### src/rtl/ans_bcd_converter.sv
`default_nettype none
// ============================================================================
//  Module      : ans_bcd_converter
//  Description : Converts a signed 32-bit calculator result into 10 BCD digits
//                of its magnitude plus sign and overflow flags.
//                Sequential double-dabble (shift-and-add-3), one bit per
//                cycle. The latency is a fixed 33 cycles from start to done.
//
//  Ports
//    sw_clk : in  1   sole clock, rising edge
//    rst    : in  1   synchronous, active-low reset
//    start  : in  1   one-cycle request to convert ans (ignored while busy)
//    ans    : in  32  signed two's-complement value
//    busy   : out 1   high from acceptance of start through the done cycle
//    done   : out 1   one-cycle pulse; bcd/neg/ovf update in this cycle
//    bcd    : out 40  10 BCD digits of |ans|, digit 0 in bcd[3:0]
//    neg    : out 1   sign of the converted value (never set for zero)
//    ovf    : out 1   |ans| > OVF_LIMIT
//
//  Revision    : 1.0  initial release
// ============================================================================
module ans_bcd_converter #(
    parameter logic [31:0] OVF_LIMIT = 32'd999999
) (
    input  logic        sw_clk,
    input  logic        rst,
    input  logic        start,
    input  logic [31:0] ans,
    output logic        busy,
    output logic        done,
    output logic [39:0] bcd,
    output logic        neg,
    output logic        ovf
);

    typedef enum logic [1:0] {
        S_IDLE  = 2'd0,
        S_SHIFT = 2'd1,
        S_DONE  = 2'd2
    } state_t;

    localparam logic [5:0] C_LAST_ITER = 6'd31;

    state_t      r_state;
    logic [5:0]  r_cnt;
    logic [31:0] r_mag;
    logic [39:0] r_scratch;
    logic        r_sign;
    logic        r_ovf_pend;

    logic [31:0] w_mag_in;
    logic [39:0] w_adj;
    logic [71:0] w_shifted;

    // Two's-complement magnitude. 0x8000_0000 negates to itself, which read
    // as unsigned is exactly 2147483648, so no special case is needed.
    assign w_mag_in = ans[31] ? (~ans + 32'd1) : ans;

    // Add-3 correction on every scratch digit that would exceed 9 once doubled.
    generate
        for (genvar gi = 0; gi < 10; gi++) begin : g_digit
            assign w_adj[4*gi +: 4] = (r_scratch[4*gi +: 4] >= 4'd5) ?
                                      (r_scratch[4*gi +: 4] + 4'd3) :
                                      r_scratch[4*gi +: 4];
        end
    endgenerate

    // Shift {scratch, magnitude} left by one. The top bit of the corrected
    // scratch is always zero because 2^32-1 needs only 10 decimal digits.
    assign w_shifted = {w_adj[38:0], r_mag, 1'b0};

    always_ff @(posedge sw_clk) begin
        if (!rst) begin
            r_state    <= S_IDLE;
            r_cnt      <= 6'd0;
            r_mag      <= 32'd0;
            r_scratch  <= 40'd0;
            r_sign     <= 1'b0;
            r_ovf_pend <= 1'b0;
            busy       <= 1'b0;
            done       <= 1'b0;
            bcd        <= 40'd0;
            neg        <= 1'b0;
            ovf        <= 1'b0;
        end else begin
            case (r_state)
                S_IDLE: begin
                    done <= 1'b0;
                    if (start) begin
                        r_mag      <= w_mag_in;
                        // A set sign bit always means a non-zero value; the
                        // explicit zero test keeps -0 impossible by design.
                        r_sign     <= ans[31] && (w_mag_in != 32'd0);
                        // Overflow is judged on the binary magnitude, so it
                        // is resolved once here rather than from the digits.
                        r_ovf_pend <= (w_mag_in > OVF_LIMIT);
                        r_scratch  <= 40'd0;
                        r_cnt      <= 6'd0;
                        busy       <= 1'b1;
                        r_state    <= S_SHIFT;
                    end
                end

                S_SHIFT: begin
                    r_scratch <= w_shifted[71:32];
                    r_mag     <= w_shifted[31:0];
                    r_cnt     <= r_cnt + 6'd1;
                    if (r_cnt == C_LAST_ITER) begin
                        // Results are published with the final shift so they
                        // appear in the same cycle as the done pulse.
                        bcd     <= w_shifted[71:32];
                        neg     <= r_sign;
                        ovf     <= r_ovf_pend;
                        done    <= 1'b1;
                        r_state <= S_DONE;
                    end
                end

                S_DONE: begin
                    done    <= 1'b0;
                    busy    <= 1'b0;
                    r_state <= S_IDLE;
                end

                default: begin
                    done    <= 1'b0;
                    busy    <= 1'b0;
                    r_state <= S_IDLE;
                end
            endcase
        end
    end

endmodule
`default_nettype wire

### config.mk
export PLATFORM = sky130hd
export DESIGN_NAME = ans_bcd_converter
export DESIGN_NICKNAME = d
export VERILOG_FILES = /design/src/rtl/ans_bcd_converter.sv
export SDC_FILE = /design/constraint.sdc
export NUM_CORES = 1
export LEC_CHECK = 0
export ABC_AREA = 0
export BUFFER_PORTS_ARGS = -buffer_cell sky130_fd_sc_hd__buf_2
export CELL_PAD_IN_SITES_DETAIL_PLACEMENT = 0
export CELL_PAD_IN_SITES_GLOBAL_PLACEMENT = 1
export CORE_ASPECT_RATIO = 2
export CORE_MARGIN = 2
export CORE_UTILIZATION = 48
export CTS_CLUSTER_DIAMETER = 150
export DETAILED_ROUTE_END_ITERATION = 7
export PLACE_DENSITY_LB_ADDON = 0.25
export SLEW_MARGIN = 20
export SYNTH_ARGS = -nofsm -noshare
export SYNTH_HDL_FRONTEND = slang
export SYNTH_SLANG_ARGS = --single-unit
### constraint.sdc
create_clock -name sw_clk -period 5.03 [get_ports sw_clk]
set_input_delay 0.2515 -clock sw_clk [delete_from_list [all_inputs] [get_ports sw_clk]]
set_output_delay 0.2515 -clock sw_clk [all_outputs]
set_load 0.01 [all_outputs]
# [Word-level counts from Yosys, hierarchy flattened]
# Cells that the tools add are included.
# W data, S select, Z words.
[totals] out_inout_bits=44 wordCells=72 inputBits=35 ff_bits=126
[op_classes] n_addsub=12 n_eq_ne=4 muxes=22 magnitude_cmp=11 reduce_logical=10 bitwise_logic=2
[op_table] op="$pmux W40 S2" count=1
[op_table] op="$mux W32" count=2
[op_table] op="$pmux W32 S2" count=1
[op_table] op="$ge A4 B3 Y1 const B" count=10
[op_table] op="$mux W40" count=1
[op_table] op="$add A4 B2 Y4 const B" count=9
[op_table] op="$mux W4" count=9
[op_table] op="$add A32 B1 Y32 const B" count=1
[op_table] op="$gt A32 B20 Y1 const B" count=1
[op_table] op="$not A32 Y32" count=1
[op_table] op="$reduce_bool A32 Y1" count=1
[op_table] op="$pmux W6 S2" count=1
[op_table] op="$reduce_and A2 Y1" count=6
[op_table] op="$add A6 B1 Y6 const B" count=1
[op_table] op="$eq A6 B5 Y1 const B" count=1
[op_table] op="$mux W6" count=1
[op_table] op="$mux W2" count=2
[op_table] op="$ne A2 B2 Y1 const B" count=2
[op_table] op="$pmux W2 S2" count=1
[op_table] op="$add A3 B2 Y3 const B" count=1
[op_table] op="$mux W3" count=1
[op_table] op="$eq A2 B1 Y1 const B" count=1
[op_table] op="$logic_not A2 Y1" count=1
[op_table] op="$pmux W1 S2" count=1
[op_table] op="4 further kinds" count=4

# [Logic depth before layout (Yosys ltp)]
# Gate-level depths: netlist of the first run.
[logic_depth] word_depth=5 depth_mapped=9 mapped_depth_nobuf=9

# [Worst setup path before layout of the first run]
# Ideal clock, no wire load.
[synth_path] kind="input-to-reg" start="input ans[0]" end="register r_ovf_pend" setup_slack_ns=2.802 setup_time_ns=0.155 path_stages=9 required_time_ns=4.875 path_buffers=0 arrival_ns=2.073 cell_sequence="inv_1 ha_1 nor4b_4 nand4_4 o41ai_2 xor2_1 nand3_1 nor4_2 a31oi_1"
[synth_via] elab_chain_len=4
[synth_lines] item="start: declaration" line="28" rtl="input logic [31:0] ans,"
[synth_lines] item="$not A32 Y32" line="57" rtl="assign w_mag_in = ans[31] ? (~ans + 32'd1) : ans;"
[synth_lines] item="$add A32 B1 Y32" line="57"
[synth_lines] item="$mux W32 *" line="57"
[synth_lines] item="$gt A32 B20 Y1 *" line="96" rtl="r_ovf_pend <= (w_mag_in > OVF_LIMIT);"
[synth_lines] item="end signal: assignment" line="96"
[synth_lines] item="end: declaration" line="49" rtl="logic r_ovf_pend;"
# Every way passes the cells marked *; elsewhere a longest branch is shown, timed or not.
# A chain may end at the register's enable or synchronous reset.

# [Worst setup path in the final report of the first run]
[layout_path] start="register r_state[0]" end="register r_scratch[15]"
[layout_via] elab_chain_len=3 word_cells_on_any_way=6 cone_classes="eq/ne: 2; mux: 1; reduce/logical: 3"
[layout_lines] item="start: declaration" line="44" rtl="state_t r_state;"
[layout_lines] item="start signal: assignment" line="74" rtl="r_state <= S_IDLE;"
[layout_lines] item="start signal: assignment" line="100" rtl="r_state <= S_SHIFT;"
[layout_lines] item="start signal: assignment" line="115" rtl="r_state <= S_DONE;"
[layout_lines] item="$eq A2 B1 Y1 / $logic_not A2 Y1 (equally long branches)" line="86" rtl="case (r_state)"
[layout_lines] item="$reduce_bool A2 Y1 (no line) / $ne A2 B2 Y1 (equally long branches)"
[layout_lines] item="$reduce_and A2 Y1 (no line)"
[layout_lines] item="end signal: assignment" line="105" rtl="r_scratch <= w_shifted[71:32];"
[layout_lines] item="end: declaration" line="47" rtl="logic [39:0] r_scratch;"
# Parallel ways exist; a longest one is shown, timed or not.

==> metrics, run 1 <==
hpwl dp=around 11,000 um; Seq/Total Area, Yosys=about 39%; Slew headroom=between 30% and 40%; CTS buffer count=17; RSZ-0062 raised after global routing=no; Critical Path AT=2.80 ns; Syn Std Cell Area=roughly 6500 um2; reg2reg start=r_state[0]$_SDFFE_PN0P_; Cell Rows=60; CTS tree=built; Clock Tree Root=clkbuf_16; Die Span X=between 80 and 90 um; initial antenna violation count=0; Setup crit start=r_state[0]$_SDFFE_PN0P_; Clock Tree Buf Depth=2; Fin. Hold Viols=0; layout cells sized above 1=between 15 and 20%; initial core utilization=between 40% and 50%; nets@finish=slightly below 900; post-synthesis area per instance=just under 9 um2; Storage cell area=2520 um2; Seq cells post-synth=126; Least-Margin Pin Slew=around 1.0 ns; predominant post-synthesis flop cell=dfxtp_1; worst clock skew=0.00957 ns; Reg clk slew, reported paths=0.05 ns; die area=approximately 15,000 um2; fill count=approximately 1,200; Critical Path Sink Type=flop; pin count of the biggest net entering global routing=90; Placed Cells=roughly 950; CTS H-tree lvls=4; CTS Hold Buffers Added=0; Lkg Pwr=about 3.1 nW; yosys warns=0; Max Clock Freq=about 0.40 GHz; GP Congestion=0.877; non-filler cells, final=978; async set-reset flop share out of synthesis=0%; violated checks=DRC; core area=~13,000 um2; first-pass GRT wire length=~26,000 um; ANT cells=0; CP Data Required Time=5.33 ns; chip height=169 um; antenna viol nets, final=0; total global routing overflow=0; Cell Area, Placed=6990 um2; DRC=1; drt pass-1 iters=7; power per cell area=327 nW/um2; worst hold path type=primary input to flop; cell count after synthesis=750; Post-CTS Setup Inserts=0; max-slew violations=0; vias per cell=between 5 and 6; Initial DRC Count=181; DRT Wirelength=between 15,000 and 20,000 um; crit share post-route=around half; multi-input combinational cell area=around 3700 um2; number of flops mapped to enable cells by yosys=0; Finished Cell Area=roughly 7600 um2; status=finished, violations left; Syn Nets=807; Top-Level Pins=a little under 80; Hold Slack=~0.16 ns; IO Port Bufs=between 70 and 80; clk sink count=roughly 130; post-CTS sizing=0; # Max-Cap Violations=0; hold wc startpoint=ans[0]; CP max FO=40; final setup TNS=0 ns; DR WL/cell=16.1 um; CP startpoint kind=flop; distinct cell type count after synthesis=56; clock latency on the worst-skew pair=0.41 ns; area grow syn2layout=16.6%; all-layer global routing usage=22.4%; Max VDD drop=approximately 0.00023 V; CP Class=flop to flop; final setup vio count=0; via count=approximately 5,700; vias in the first global route=between 5,000 and 6,000; Tmin final=2.51 ns
[placed cells by master (no fill, tap or decap), drive strengths merged, types with 2 or more instances in the layout]
cell,n
nor3,5
a21oi,35
a32o,10
dfxtp,126
a41oi,2
ha,22
nand3,8
and3,4
o21ai,72
clkinv,5
nand2b,11
xor2,25
a221oi,4
nor3b,22
a21o,2
bufinv,3
nand2,99
nor2,19
o211a,19
nand4,10
clkbuf,23
nor2b,5
xnor2,14
or4,2
a21boi,20
o41ai,6
a31oi,5
buf,85
mux2,10
o22ai,9
o31ai,20
nor4,8
nand3b,4
o211ai,2
and2,38
inv,25
a22oi,27
or3,8
[layer usage]
layer | wire [um] | global-route usage, % | vias to the layer above
li1 | - | - | 2829
met3 | 482 | 3.51 | 24
met5 | 0 | 0 | -
met1 | 5960 | 22.0 | 2700
met2 | 9040 | 44.0 | 106
met4 | 305 | 9.85 | 0
[path summary, 6_finish.rpt]
check / endpoint / slack, ns / depth (start not counted)
max: r_scratch[15]$_SDFFE_PN0P_ / 2.52 / 8
min: r_mag[0]$_SDFFE_PN0P_ / 0.16 / 3
max reg2reg: r_scratch[15]$_SDFFE_PN0P_ / 2.52 / 8
min reg2reg: ovf$_SDFFE_PN0P_ / 0.46 / 2
[flip-flops by register name (all words and copies together) (netlist names)]
signal,flops
done,1
neg,1
ovf,1
r_state,2
r_cnt,6
bcd,40
r_mag,32
r_ovf_pend,1
busy,1
r_sign,1
r_scratch,40
[report_power, final]
group	switching, mW	total [mW]	leakage, nW	internal, mW
Clock	0.418	1.24	0.299	0.822
Sequential	0.0148	1.04	1.02	1.02
Combinational	0.130	0.205	1.76	0.0759
Total	0.562	2.48	3.08	1.92
[area by class of cell]
cell class,count,share of cell area [%]
inverters,26,1.29
flip-flops and latches,126,33.2
clock inverters,7,1.45
clock buffers,23,6.43
multi-input cells,556,49.2
well taps,155,2.55
repair buffers,85,5.83
[stage by stage]
stage                     setup WS (ns)  util [%]  power (mW)
after floorplan                    2.80         -        1.20
after global placement             2.34      52.3        1.26
after detailed placement           2.25      52.3        1.27
after CTS                          2.51      56.8        2.51
after global routing               2.28      56.8        2.57
final                              2.52      56.8        2.48
[synth_stat cells, types with 3 or more instances]
cell / number / area, um2
a21boi_0: 20 / 150
a21oi_1: 35 / 175
a221oi_1: 4 / 35.0
a22oi_1: 27 / 203
a31oi_1: 5 / 31.3
a32o_1: 10 / 100
and2_1: 38 / 238
and3_1: 4 / 25.0
clkbuf_1: 39 / 146
dfxtp_1: 126 / 2520
ha_1: 22 / 275
inv_1: 25 / 93.8
mux2_2: 10 / 113
nand2_1: 99 / 372
nand2b_1: 11 / 68.8
nand3_1: 8 / 40.0
nand3b_1: 4 / 30.0
nand4_1: 8 / 50.1
nor2_1: 19 / 71.3
nor2b_1: 5 / 31.3
nor3_1: 4 / 20.0
nor3b_1: 22 / 165
nor4_1: 5 / 31.3
o211a_1: 19 / 190
o21ai_0: 71 / 355
o22ai_1: 9 / 56.3
o31ai_1: 19 / 143
o41ai_1: 3 / 26.3
o41ai_2: 3 / 48.8
or3_1: 5 / 31.3
or3_4: 3 / 33.8
xnor2_1: 14 / 123
xor2_1: 25 / 219
[cell families after synthesis]
logic type | synth area share [%]
and+or+nand+nor | 20.9
AOI/OAI and AO/OA | 24.9
DFF | 38.8
buffers and inverters | 4.04
xor gates and xnor gates | 5.25
adders and majority gates | 4.23
muxes | 1.88
[critical path, cell delays in order, from the launching register on]
cell and delay (ns):
dfxtp_1 0.35, inv_1 0.08, nor2_2 0.07, buf_4 0.37, nor2_2 0.04, buf_4 0.24, nand2_1 0.79, o31ai_1 0.18
a32o_1 0.25
Note: power is estimated with default switching activity, not from simulation.
==> run 2: changes to the inputs <==
--- a/config.mk
+++ b/config.mk
@@ -11,7 +11,7 @@
 export CELL_PAD_IN_SITES_GLOBAL_PLACEMENT = 1
 export CORE_ASPECT_RATIO = 2
 export CORE_MARGIN = 2
-export CORE_UTILIZATION = 48
+export CORE_UTILIZATION = 40
 export CTS_CLUSTER_DIAMETER = 150
 export DETAILED_ROUTE_END_ITERATION = 7
 export PLACE_DENSITY_LB_ADDON = 0.25
==> constraint.sdc (replaced) <==
create_clock -name sw_clk -period 2.2 [get_ports sw_clk]
set_input_delay 0.11 -clock sw_clk [delete_from_list [all_inputs] [get_ports sw_clk]]
set_output_delay 0.11 -clock sw_clk [all_outputs]
set_load 0.01 [all_outputs]
==> metrics, run 2 (synthesis gave the netlist of run 1 again) <==
CTS tree=built (unchanged); Least-Margin Pin Slew=0.586 ns (was 1.02 ns); antenna viol nets, final=0 (unchanged); Core Util, Final=49.8% (was 56.8%); die area=17,400 um2 (was 14,600 um2); chip height=184 um (was 169 um); worst clock skew=0.00810 ns (was 0.00957 ns); # Max-Cap Violations=0 (unchanged); vias per cell=5.38 (was 5.79); area grow syn2layout=23.2% (was 16.6%); Critical Path Sink Type=flop (unchanged); Clock Tree Root=clkbuf_16 (unchanged); GR Util met2=33.6% (was 44.0%); layout cells sized above 1=21.8% (was 17.4%); r2r setup slk=0.48 ns (was 2.52 ns); Setup crit start=ans[1] (was r_state[0]$_SDFFE_PN0P_); drt pass-1 iters=5 (was 7); DRT Wirelength=15,900 um (was 15,800 um); RSZ-0062 raised after global routing=no (unchanged); Top-Level Pins=79 (unchanged); Cell Rows=66 (was 60); post-place setup slack=-0.135 ns (was 2.25 ns); crit share post-route=between 80% and 90%; CP startpoint kind=primary input (was flop); CTS Hold Buffers Added=0 (unchanged); status=completed (was finished, violations left); CP Data Required Time=2.48 ns (was 5.33 ns); hpwl dp=11,400 um (was 11,100 um); DR WL/cell=14.8 um (was 16.1 um); Max Clock Freq=about 0.53 GHz; end point of the critical path=r_ovf_pend$_SDFFE_PN0P_ (was r_scratch[15]$_SDFFE_PN0P_); initial core utilization=40.4% (was 48.7%); GP Congestion=0.812 (was 0.877); commonest non-fill, non-tap cell in the layout=dfxtp_1 (unchanged); power per cell area=707 nW/um2 (was 327 nW/um2); Clock Tree Buf Depth=2 (unchanged); reg2reg start=r_scratch[4]$_SDFFE_PN0P_ (was r_state[0]$_SDFFE_PN0P_); first-pass GRT wire length=27,200 um (was 26,200 um); clk sink count=126 (unchanged); Die Span X=94.2 um (was 86.3 um); worst setup margin=0.322 ns (was 2.52 ns); layer with the highest usage=met2 (unchanged); Cell Area, Placed=7440 um2 (was 6990 um2); CP max FO=7 (was 40); via count=5,796 (was 5,659); max-slew violations=0 (unchanged); nets@finish=917 (was 869); worst r2r path cells=7 (was 8); Critical Path AT=2.16 ns (was 2.80 ns); CTS H-tree lvls=4 (unchanged); initial antenna violation count=0 (unchanged); fill count=1,641 (was 1,246); most frequent cells in the layout=126 x dfxtp_1, 99 x nand2_1, 78 x buf_2 (was 126 x dfxtp_1, 98 x nand2_1, 78 x buf_2); pin count of the biggest net entering global routing=37 (was 90); post-CTS sizing=0 (unchanged); IO Port Bufs=78 (unchanged); met3 usage=3.15% (was 3.51%); Tmin final=approximately 1.9 ns; Finished Cell Area=8020 um2 (was 7590 um2); Slew headroom=60.9% (was 31.5%); final setup vio count=0 (unchanged); core area=16,100 um2 (was 13,400 um2); Lkg Pwr=3.30 nW (was 3.08 nW); CTS buffer count=17 (unchanged); total global routing overflow=0 (unchanged); all-layer global routing usage=19.4% (was 22.4%); Fin. Hold Viols=0 (unchanged); Max VDD drop=0.000509 V (was 0.000232 V); biggest regs=bcd: 40 flops, r_scratch: 40 flops, r_mag: 32 flops (unchanged); CP Class=primary input to flop (was flop to flop); clock latency on the worst-skew pair=0.41 ns (about the same); Initial DRC Count=277 (was 181); M1 GR Usage=24.0% (was 22.0%); Hold Slack=0.0593 ns (was 0.163 ns); DRC=0 (was 1); Reg clk slew, reported paths=0.05 ns (about the same); worst r2r dst=bcd[6]$_SDFFE_PN0P_ (was r_scratch[15]$_SDFFE_PN0P_); vias in the first global route=5,748 (was 5,649); Post-CTS Setup Inserts=0 (unchanged); worst hold path type=primary input to flop (unchanged); ANT cells=0 (unchanged)
[run 2: through the flow]
stage                     setup TNS, ns  std cells  power (mW)
after floorplan                       0        750        2.73
after global placement          -0.0375       1045        2.97
after detailed placement         -0.267       1045        2.97
after CTS                             0       1077        5.74
after global routing                  0       1077        5.93
final                                 0       1077        5.67
[run 2: area by class of cell]
| type | count | area (um2) | area share (%) |
|---|---|---|---|
| clock buffers | 21 | 440 | 5.49 |
| flip-flops and latches | 126 | 2520 | 31.4 |
| clock inverters | 11 | 143 | 1.78 |
| inverters | 26 | 97.6 | 1.22 |
| repair buffers | 133 | 828 | 10.3 |
| multi-input cells | 556 | 3730 | 46.6 |
| well taps | 204 | 255 | 3.18 |
[run 2: worst min-delay path by stage]
stage,from,endpoint,cells past startpoint
floorplan,ans[0],r_mag[0]$_SDFFE_PN0P_,2
detailed placement,done$_SDFFE_PN0N_,done$_SDFFE_PN0N_,1
global route,start,busy$_SDFFE_PN0P_,3
finish,start,busy$_SDFFE_PN0P_,3
global placement,done$_SDFFE_PN0N_,done$_SDFFE_PN0N_,1
CTS,start,busy$_SDFFE_PN0P_,3
[run 2: layer usage]
metal / wire length, um / up-vias
li1: - / 2930
met1: 7200 / 2751
met2: 8020 / 97
met3: 493 / 18
met4: 219 / 0
met5: 0 / -
[run 2: critical path, stage by stage]
cell	delay, ns
buf_2	0.13
inv_1	0.08
ha_1	0.16
nor4b_4	0.28
nand4_4	0.21
o41ai_2	0.40
xor2_1	0.24
nand3_1	0.12
nor4_2	0.31
a31oi_1	0.12
[run 2: report_power, final]
part           leakage (nW)  internal (mW)  switching (mW)
Clock                 0.281           1.77           0.981
Combinational          2.00          0.233           0.314
Sequential             1.02           2.34          0.0324
Total                  3.30           4.35            1.33
==> run 3: changes to the inputs <==
--- a/config.mk
+++ b/config.mk
@@ -11,11 +11,10 @@
 export CELL_PAD_IN_SITES_GLOBAL_PLACEMENT = 1
 export CORE_ASPECT_RATIO = 2
 export CORE_MARGIN = 2
-export CORE_UTILIZATION = 40
+export CORE_UTILIZATION = 48
 export CTS_CLUSTER_DIAMETER = 150
 export DETAILED_ROUTE_END_ITERATION = 7
 export PLACE_DENSITY_LB_ADDON = 0.25
-export SLEW_MARGIN = 20
 export SYNTH_ARGS = -nofsm -noshare
 export SYNTH_HDL_FRONTEND = slang
 export SYNTH_SLANG_ARGS = --single-unit
==> constraint.sdc (replaced) <==
create_clock -name sw_clk -period 2.4 [get_ports sw_clk]
set_input_delay 0.12 -clock sw_clk [delete_from_list [all_inputs] [get_ports sw_clk]]
set_output_delay 0.12 -clock sw_clk [all_outputs]
set_load 0.01 [all_outputs]
==> metrics, run 3 (synthesis gave the netlist of run 1 again) <==
status=finished, violations left (was completed); violated checks=DRC; clk sink count=126 (unchanged); Clock Tree Root=clkbuf_16 (unchanged); Initial DRC Count=218 (was 277); area grow syn2layout=20.3% (was 23.2%); most frequent cells in the layout=126 x dfxtp_1, 99 x nand2_1, 78 x buf_2 (unchanged); Die Span X=86.3 um (was 94.2 um); CTS Hold Buffers Added=0 (unchanged); crit-path cells=buf_2, inv_1, ha_1, nor4b_4, nand4_4, o41ai_2, xor2_1, nand3_1, nor4_2, a31oi_1 (unchanged); pin count of the biggest net entering global routing=50 (was 37); CP max FO=7 (unchanged); Setup crit start=ans[1] (unchanged); vias in the first global route=5,860 (was 5,748); post-CTS sizing=0 (unchanged); biggest regs=bcd: 40 flops, r_scratch: 40 flops, r_mag: 32 flops (unchanged); initial core utilization=48.7% (was 40.4%); antenna viol nets, final=0 (unchanged); IO Port Bufs=78 (unchanged); Hold Slack=0.0703 ns (was 0.0593 ns); worst hold path type=primary input to flop (unchanged); layout cells sized above 1=20.0% (was 21.8%); via count=5,770 (was 5,796); initial antenna violation count=0 (unchanged); CTS buffer count=17 (unchanged); all-layer global routing usage=22.5% (was 19.4%); # Max-Cap Violations=0 (unchanged); total global routing overflow=0 (unchanged); Core Util, Final=58.6% (was 49.8%); hpwl dp=11,700 um (was 11,400 um); Clock Tree Buf Depth=2 (unchanged); power per cell area=663 nW/um2 (was 707 nW/um2); RSZ-0062 raised after global routing=no (unchanged); DRC=1 (was 0); clock latency on the worst-skew pair=0.41 ns (about the same); CP Data Required Time=2.68 ns (was 2.48 ns); Slew headroom=63.2% (was 60.9%); cell family with most CP delay=simple AND/OR/NAND/NOR gates (unchanged); final setup vio count=0 (unchanged); commonest non-fill, non-tap cell in the layout=dfxtp_1 (unchanged); worst path buffer plus inverter count=2 (unchanged); first-pass GRT wire length=26,400 um (was 27,200 um); reg2reg start=r_scratch[8]$_SDFFE_PN0P_ (was r_scratch[4]$_SDFFE_PN0P_); Cell Area, Placed=7250 um2 (was 7440 um2); Tmin final=1.98 ns; CP Class=primary input to flop (unchanged); Max Clock Freq=about 0.51 GHz; crit share post-route=between 80 and 90%; chip height=169 um (was 184 um); die area=14,600 um2 (was 17,400 um2); Post-CTS Setup Inserts=0 (unchanged); Total Power=5.19 mW (was 5.67 mW); max-slew violations=0 (unchanged); Fin. Hold Viols=0 (unchanged); CTS H-tree lvls=4 (unchanged); Critical Path Sink Type=flop (unchanged); hold wc startpoint=start (unchanged); DRT Wirelength=15,800 um (was 15,900 um); Least-Margin Pin Slew=0.552 ns (was 0.586 ns); drt pass-1 iters=6 (was 5); nets@finish=900 (was 917); Max VDD drop=0.000418 V (was 0.000509 V); vias per cell=5.72 (was 5.38); CP startpoint kind=primary input (unchanged); Finished Cell Area=7830 um2 (was 8020 um2); core area=13,400 um2 (was 16,100 um2); Cell Rows=60 (was 66); Lkg Pwr=3.22 nW (was 3.30 nW); delay of the slowest critical-path stage=0.38 ns (was 0.40 ns); Top-Level Pins=79 (unchanged); Critical Path AT=2.26 ns (was 2.16 ns); ANT cells=0 (unchanged); Reg clk slew, reported paths=0.05 ns (about the same); DR WL/cell=15.7 um (was 14.8 um); Slowest-stage cell, CP=o41ai_2 (unchanged); worst clock skew=0.00954 ns (was 0.00810 ns); CTS tree=built (unchanged); GP Congestion=0.855 (was 0.812)
-- run 3: cell count changes in the layout (fill, tap and decap cells not counted), sizes merged --
cell	before	now
buf	133	116
clkinv	7	4
clkbuf	21	23
clkinvlp	2	1
-- run 3: tightest hold or removal path, cell delays in order --
cell and delay (ns):
buf_2 0.11, a21oi_1 0.14, nor3b_1 0.06
-- run 3: through the flow --
step	setup WS, ns	TNS (ns)	instances
after floorplan	0.304	0	750
after global placement	0.0440	0	979
after detailed placement	-0.0142	-0.0261	979
after CTS	0.424	0	1009
after global routing	0.197	0	1009
final	0.424	0	1009
-- run 3: per-layer routing --
| layer | vias up | track usage, % | wire [um] |
|---|---|---|---|
| met4 | 0 | 10.3 | 482 |
| met5 | - | 0 | 0 |
| met3 | 36 | 5.02 | 474 |
| li1 | 2888 | - | - |
| met1 | 2737 | 20.8 | 5860 |
| met2 | 109 | 44.3 | 8970 |
-- run 3: area by class of cell --
cell class / count / area (um2)
Fill cell: 1252 / 5530
Multi-Input combinational cell: 556 / 3730
Sequential cell: 126 / 2520
Timing Repair Buffer: 116 / 701
Clock buffer: 23 / 468
Tap cell: 155 / 194
Clock inverter: 7 / 113
Inverter: 26 / 97.6
-- run 3: power by group --
group / internal (mW) / switching (mW)
Clock: 1.67 / 0.879
Combinational: 0.189 / 0.276
Sequential: 2.15 / 0.0300
-- run 3: worst paths after layout --
| kind | to | slack (ns) | cells after the start |
|---|---|---|---|
| setup reg to reg | bcd[10]$_SDFFE_PN0P_ | 0.63 | 7 |
| setup / recovery | r_ovf_pend$_SDFFE_PN0P_ | 0.42 | 10 |
| hold reg to reg | bcd[29]$_SDFFE_PN0P_ | 0.46 | 2 |
| hold / removal | busy$_SDFFE_PN0P_ | 0.07 | 3 |
